`config.mk`:
```
export PLATFORM = sky130hd
export DESIGN_NAME = hw5_risc_if_flat
export DESIGN_NICKNAME = d
export VERILOG_FILES = /design/src/rtl/hw5_risc_if_if.sv /design/src/rtl/hw5_risc_if.sv /design/src/flat_wrapper.sv
export SDC_FILE = /design/constraint.sdc
export NUM_CORES = 1
export LEC_CHECK = 0
export BUFFER_PORTS_ARGS = -buffer_cell sky130_fd_sc_hd__buf_4
export CAP_MARGIN = 20
export CORE_ASPECT_RATIO = 0.75
export CORE_MARGIN = 2
export CORE_UTILIZATION = 61
export DETAILED_ROUTE_END_ITERATION = 12
export PLACE_DENSITY_LB_ADDON = 0.25
export SLEW_MARGIN = 25
export SYNTH_ARGS = -nofsm -noshare
export SYNTH_HDL_FRONTEND = slang
export SYNTH_SLANG_ARGS = --single-unit
```
`constraint.sdc`:
```
create_clock -name clk -period 6.5 [get_ports clk]
set_input_delay 0.325 -clock clk [delete_from_list [all_inputs] [get_ports clk]]
set_output_delay 0.325 -clock clk [all_outputs]
set_load 0.01 [all_outputs]
```
`src/rtl/hw5_risc_if_if.sv`:
```
// Instruction-memory request/acknowledge bus between the IF stage and imem.
// master = fetch stage (drives request), slave = memory (drives ack/data).
interface hw5_risc_if_if;
  logic        imem_req;
  logic [31:0] imem_addr;
  logic        imem_ack;
  logic [31:0] imem_rdata;

  modport master (
    output imem_req,
    output imem_addr,
    input  imem_ack,
    input  imem_rdata
  );

  modport slave (
    input  imem_req,
    input  imem_addr,
    output imem_ack,
    output imem_rdata
  );
endinterface

```
`src/rtl/hw5_risc_if.sv`:
```
// HW5 RISC instruction-fetch stage: PC, req/ack fetch FSM, IF/DOF pipeline register.
// Optional `IF_PERF_CNT_EN adds saturating fetch/bubble counters.
module hw5_risc_if #(
  parameter logic [31:0] RESET_PC = 32'h0000_0000
) (
  input  logic               clk,
  input  logic               reset,
  input  logic               stall,
  input  logic               br_taken,
  input  logic [31:0]        br_target,
  hw5_risc_if_if.master      imem,
  output logic [31:0]        IF_DOF_IR,
  output logic [31:0]        IF_DOF_PC
`ifdef IF_PERF_CNT_EN
  ,
  output logic [31:0]        if_fetch_cnt,
  output logic [31:0]        if_bubble_cnt
`endif
);

  typedef enum logic [1:0] {IDLE, REQ, HOLD, DRAIN} state_t;

  state_t      state_reg, state_next;
  logic [31:0] pc_reg, pc_next;
  logic [31:0] req_addr_reg, req_addr_next;
  logic [31:0] hold_ir_reg, hold_ir_next;
  logic [31:0] hold_pc_reg, hold_pc_next;
  logic [31:0] ir_reg, ir_next;
  logic [31:0] ir_pc_reg, ir_pc_next;
  logic [31:0] addr_inc;

  assign addr_inc       = req_addr_reg + 32'd1;
  assign imem.imem_addr = req_addr_reg;
  assign IF_DOF_IR      = ir_reg;
  assign IF_DOF_PC      = ir_pc_reg;

  always_ff @(posedge clk or negedge reset) begin
    if (!reset) state_reg <= IDLE;
    else        state_reg <= state_next;
  end

  always_comb begin
    state_next = state_reg;
    case (state_reg)
      IDLE:  state_next = REQ;
      REQ: begin
        if (br_taken)                        state_next = imem.imem_ack ? REQ : DRAIN;
        else if (imem.imem_ack && stall)     state_next = HOLD;
      end
      HOLD:  if (br_taken || !stall) state_next = REQ;
      DRAIN: if (imem.imem_ack)      state_next = REQ;
      default: state_next = IDLE;
    endcase
  end

  always_comb begin
    imem.imem_req = (state_reg == REQ) || (state_reg == DRAIN);
    pc_next       = pc_reg;
    req_addr_next = req_addr_reg;
    hold_ir_next  = hold_ir_reg;
    hold_pc_next  = hold_pc_reg;
    ir_next       = ir_reg;
    ir_pc_next    = ir_pc_reg;
    case (state_reg)
      IDLE: req_addr_next = pc_reg;
      REQ: begin
        if (imem.imem_ack && !stall) begin
          ir_next       = imem.imem_rdata;
          ir_pc_next    = addr_inc;
          pc_next       = addr_inc;
          req_addr_next = addr_inc;
        end else if (imem.imem_ack) begin
          hold_ir_next = imem.imem_rdata;
          hold_pc_next = addr_inc;
          pc_next      = addr_inc;
        end else if (!stall) begin
          ir_next    = 32'h0;
          ir_pc_next = 32'h0;
        end
      end
      HOLD: begin
        if (!stall) begin
          ir_next       = hold_ir_reg;
          ir_pc_next    = hold_pc_reg;
          req_addr_next = pc_reg;
        end
      end
      DRAIN: begin
        // The stale word is dropped; only the address moves on.
        if (imem.imem_ack) req_addr_next = pc_reg;
        if (!stall) begin
          ir_next    = 32'h0;
          ir_pc_next = 32'h0;
        end
      end
      default: ;
    endcase
    // A redirect beats stall and everything else in the same cycle.
    if (br_taken) begin
      pc_next      = br_target;
      hold_ir_next = 32'h0;
      hold_pc_next = 32'h0;
      ir_next      = 32'h0;
      ir_pc_next   = 32'h0;
      if (!imem.imem_req || imem.imem_ack) req_addr_next = br_target;
    end
  end

  always_ff @(posedge clk or negedge reset) begin
    if (!reset) begin
      pc_reg       <= RESET_PC;
      req_addr_reg <= RESET_PC;
      hold_ir_reg  <= 32'h0;
      hold_pc_reg  <= 32'h0;
      ir_reg       <= 32'h0;
      ir_pc_reg    <= 32'h0;
    end else begin
      pc_reg       <= pc_next;
      req_addr_reg <= req_addr_next;
      hold_ir_reg  <= hold_ir_next;
      hold_pc_reg  <= hold_pc_next;
      ir_reg       <= ir_next;
      ir_pc_reg    <= ir_pc_next;
    end
  end

`ifdef IF_PERF_CNT_EN
  logic        fetch_load, bubble_load;
  logic [31:0] fetch_cnt_reg, bubble_cnt_reg;

  assign fetch_load  = !br_taken && !stall &&
                       ((state_reg == REQ && imem.imem_ack) || state_reg == HOLD);
  assign bubble_load = br_taken || (!stall &&
                       ((state_reg == REQ && !imem.imem_ack) || state_reg == DRAIN));
  assign if_fetch_cnt  = fetch_cnt_reg;
  assign if_bubble_cnt = bubble_cnt_reg;

  always_ff @(posedge clk or negedge reset) begin
    if (!reset) begin
      fetch_cnt_reg  <= 32'h0;
      bubble_cnt_reg <= 32'h0;
    end else begin
      if (fetch_load && fetch_cnt_reg != 32'hFFFF_FFFF)
        fetch_cnt_reg <= fetch_cnt_reg + 32'd1;
      if (bubble_load && bubble_cnt_reg != 32'hFFFF_FFFF)
        bubble_cnt_reg <= bubble_cnt_reg + 32'd1;
    end
  end
`endif

endmodule

```
`src/flat_wrapper.sv`:
```
// flat-port wrapper written by rule: the top's interface ports become plain ports
module hw5_risc_if_flat 
#(
  parameter logic [31:0] RESET_PC = 32'h0000_0000
)
  (clk, reset, stall, br_taken, br_target, IF_DOF_IR, IF_DOF_PC, imem_imem_req, imem_imem_addr, imem_imem_ack, imem_imem_rdata);
  hw5_risc_if_if imem_i ();
  input  logic clk;
  input  logic reset;
  input  logic stall;
  input  logic br_taken;
  input  logic [31:0] br_target;
  output logic [31:0] IF_DOF_IR;
  output logic [31:0] IF_DOF_PC;
  output wire logic [$bits(imem_i.imem_req)-1:0] imem_imem_req;
  output wire logic [$bits(imem_i.imem_addr)-1:0] imem_imem_addr;
  input wire logic [$bits(imem_i.imem_ack)-1:0] imem_imem_ack;
  input wire logic [$bits(imem_i.imem_rdata)-1:0] imem_imem_rdata;
  assign imem_imem_req = imem_i.imem_req;
  assign imem_imem_addr = imem_i.imem_addr;
  assign imem_i.imem_ack = imem_imem_ack;
  assign imem_i.imem_rdata = imem_imem_rdata;
  hw5_risc_if #(.RESET_PC(RESET_PC)) u_core (.clk(clk), .reset(reset), .stall(stall), .br_taken(br_taken), .br_target(br_target), .imem(imem_i), .IF_DOF_IR(IF_DOF_IR), .IF_DOF_PC(IF_DOF_PC));
endmodule
```
==> summary.txt <==
Setup path
  – Critical path start-end classification: flop to flop
  – Critical R2R Launch: u_core.state_reg[1]$_DFFE_PN0P_
  – Data arrival time of the critical path: between 3000 and 4000 ps
  – Setup crit start: u_core.state_reg[1]$_DFFE_PN0P_
  – Data required time at the worst endpoint: roughly 6900 ps
  – Worst-path fanout max: 40
  – Crit. End Element: flop
  – Critical path, cell by cell: nor2b_1, nand2_1, nor3_2, buf_4, a22o_1
  – Slowest stage cell on the critical path: nor2b_1
  – Max incr delay on CP: between 600 and 700 ps
  – Startpoint type of the worst setup path: flop

Global routing
  – Global-route wire length before repair: 47.9 mm
  – Number of antenna violations at the first check in global routing: 0
  – Overall overflow remaining after global route: 0
  – Maximum number of pins on one net before global-route repair: 117
  – Overall fraction of global-route tracks in use: around 36%
  – Number of global-route vias before repair: slightly below 9000

Layout
  – Total Nets Final: 1230
  – Layout fillers: ~1200
  – Number of diodes added for antenna fixing: 0
  – Fraction of final layout cells sized beyond drive strength 1: between 20 and 25%
  – Layout overhead on the synthesized area: 18.8%

Logic synthesis
  – Post-synthesis cell type with the largest combined area: dfrtp_1
  – Cell types with the highest counts after synthesis: 194 x dfrtp_1, 100 x nand2_1, 92 x nor2_1, 82 x o21ai_0, 78 x clkbuf_1
  – Number of warnings issued by yosys: 0
  – Top-area cell type share of the netlist area: between 40% and 50%
  – Primary flip-flop cell chosen by synthesis mapping: dfrtp_1
  – Avg Cell Area, Syn: ~9.4 um2
  – Post-synth EDFFs: 0
  – Share of synthesized area occupied by flip-flops and latches: about half
  – Largest cells by area after synthesis: dfrtp_1 49%, a221oi_1 4.5%, o21ai_0 4.1%
  – Instance count of the mapped netlist: 1060
  – Number of unique standard cell types used by synthesis: 69
  – Ys async rst share: 100%
  – Post-synthesis sequential element count: between 150 and 200
  – Netlist area before placement: 9930 um2
  – Number of nets produced by synthesis: around 1100
  – Dominant cell by count in the synthesized netlist: dfrtp_1

Clocking
  – Buffer count from post-CTS setup fixing: 0
  – TritonCTS clock tree: done
  – Number of clock sinks: around 190
  – Cts-stage hold buffer count: 0
  – Clock transition at path regs: 70 ps
  – Resized cells post-CTS: 0
  – Total CTS buffers: 17
  – H-tree levels: 4
  – Maximum clock path buffer count: 2
  – Cell at the root of the clock tree: clkbuf_16
  – Source-to-sink clock delay at the later pin of the worst-skew pair: 440 ps

Power and ir drop
  – Switching Fraction: roughly a third
  – Peak ir drop on the vdd network: about 0.19 mV
  – Int Power: 2.15 mW
  – Flop pwr share: a little under half
  – PnR Total Power: 3.23 mW
  – PD cells: approximately 270 nW/um2
  – Combinational power share: 23.2%
  – Leak: around 5.1 nW
  – Clock network fraction of design power: between 30% and 40%
  – Switching Power: 1.08 mW

Timing
  – Slew of the pin with the lowest slew margin: between 900 and 1000 ps
  – Maximum achievable frequency: 355 MHz
  – Slew Limit Fails: 0
  – Hold violation total from the final report: 0
  – Relative slew margins: between 30 and 40%
  – Final Critical Period: between 2000 and 3000 ps
  – Unrepaired setup endpoints after global routing: false
  – Aggregate negative setup slack: 0 ps
  – Finish-stage setup viols: 0
  – Period utilisation layout: between 40 and 50%
  – Setup Skew: approximately 11 ps

Placed design
  – PortBufs: between 150 and 200
  – DP Wirelength: approximately 20 mm
  – Routability Congestion: about 0.93

Floorplan
  – Site Rows: 40
  – Die footprint: between 15000 and 20000 um2
  – DIE WIDTH: between 150 and 200 um
  – Placeable core region: approximately 16000 um2
  – I/O Pins: approximately 170
  – Height of the chip: 114 um
  – Effective utilization at floorplan: a little over 60%

Detailed routing
  – Via-per-instance ratio: just under 7
  – Via count: between 9000 and 10000
  – Total detailed-routing wirelength: roughly 31 mm
  – Detail Route Antenna Nets: 0
  – Number of DRC markers in iteration 0: between 1500 and 2000
  – Number of remaining DRC errors: 0
  – Detailed-routing iteration count for the pre-antenna-repair pass: 7
  – Wire length per cell after detailed routing: between 20 and 25 um

Hold path
  – Min-Delay Path Class: input port to async pin

Flow run
  – Max-cap viol count: 0

Run status
  – Status: finished, final reports clean
==> power groups by stage <==
| stage | logic (mW) | registers (mW) | clock network, mW |
|---|---|---|---|
| finish | 0.748 | 1.48 | 0.999 |
| global route | 0.798 | 1.49 | 1.05 |
| CTS | 0.722 | 1.47 | 0.999 |
| detailed placement | 0.717 | 1.49 | 0 |
| global placement | 0.700 | 1.49 | 0 |
| floorplan | 0.414 | 1.46 | 0 |
==> worst paths after layout <==
| kind | to | slack, ps | cells past startpoint |
|---|---|---|---|
| min in group clk | u_core.pc_reg[23]$_DFFE_PN0P_ | 100 | 3 |
| hold / removal | u_core.pc_reg[30]$_DFFE_PN0P_ | 30 | 1 |
| setup reg to reg | u_core.hold_ir_reg[15]$_DFFE_PN0P_ | 3680 | 5 |
| setup / recovery | u_core.hold_ir_reg[15]$_DFFE_PN0P_ | 3680 | 5 |
| hold reg to reg | u_core.hold_pc_reg[15]$_DFFE_PN0P_ | 490 | 2 |
| max in group asynchronous | u_core.IF_DOF_IR[26]$_DFFE_PN0P_ | 5200 | 2 |
==> worst max-delay path: cells and delay by family (launching register included) <==
| family | cells | cell delay (ps) |
|---|---|---|
| simple gates | 3 | 1470 |
| flops | 1 | 560 |
| buf+inv | 1 | 470 |
| compound gates | 1 | 240 |
==> layer usage <==
metal | routed length (um) | up-vias | global-route usage [%]
met4 | 656 | 2 | 9.60
li1 | - | 4154 | -
met1 | 12600 | 4649 | 53.9
met5 | 77 | - | 3.24
met3 | 4230 | 76 | 12.0
met2 | 13400 | 691 | 50.1
==> cell families after synthesis <==
logic type               synth area share (%)
AND/OR/NAND/NOR                          19.2
AO/OA/AOI/OAI                            22.9
multiplexers                             1.34
XOR/XNOR                                 2.82
flip-flops                               48.9
buffers and inverters                    4.71
adder cells (fa/ha/maj)                 0.126
==> through the flow <==
stage                     hold WS (ps)  utilization (%)  std cells  cell area, um2  setup WS [ps]
after floorplan                   29.4                -       1060            9930           4290
after global placement             457             69.9       1348           11200           3820
after detailed placement           471             70.1       1349           11200           3860
after CTS                         75.2             73.5       1380           11700           3830
after global routing              92.0             73.9       1382           11800           3560
final                             29.6             73.9       1382           11800           3680
==> layout by cell type (no fill, tap or decap), types with 8 or more instances in the layout <==
cell type | Yosys | routed
a21oi_1 | 63 | 61
nand4_1 | 8 | 8
mux2i_1 | 11 | 11
a22oi_1 | 17 | 17
nor2b_1 | 11 | 10
o221ai_1 | 10 | 10
nand3_1 | 18 | 18
nand2_1 | 100 | 100
nor4_1 | 46 | 46
nor2_1 | 92 | 89
a221oi_1 | 51 | 51
o21ai_0 | 82 | 81
clkbuf_16 | 0 | 17
o22ai_1 | 13 | 13
nor3_1 | 54 | 53
buf_4 | 0 | 179
xnor2_1 | 19 | 19
a22o_1 | 41 | 41
xor2_1 | 13 | 13
nand2b_1 | 9 | 9
nor3b_1 | 12 | 12
dfrtp_1 | 194 | 194
==> cell type report <==
class,count,area [um2],share of cell area (%)
multi-input combinational,758,4660,39.5
clock buffer,18,429,3.64
sequential,194,4850,41.2
tap,210,263,2.23
inverter,5,18.8,0.159
clock inverter,13,114,0.966
timing repair buffer,184,1450,12.3
(Power assumes the default switching activity.)
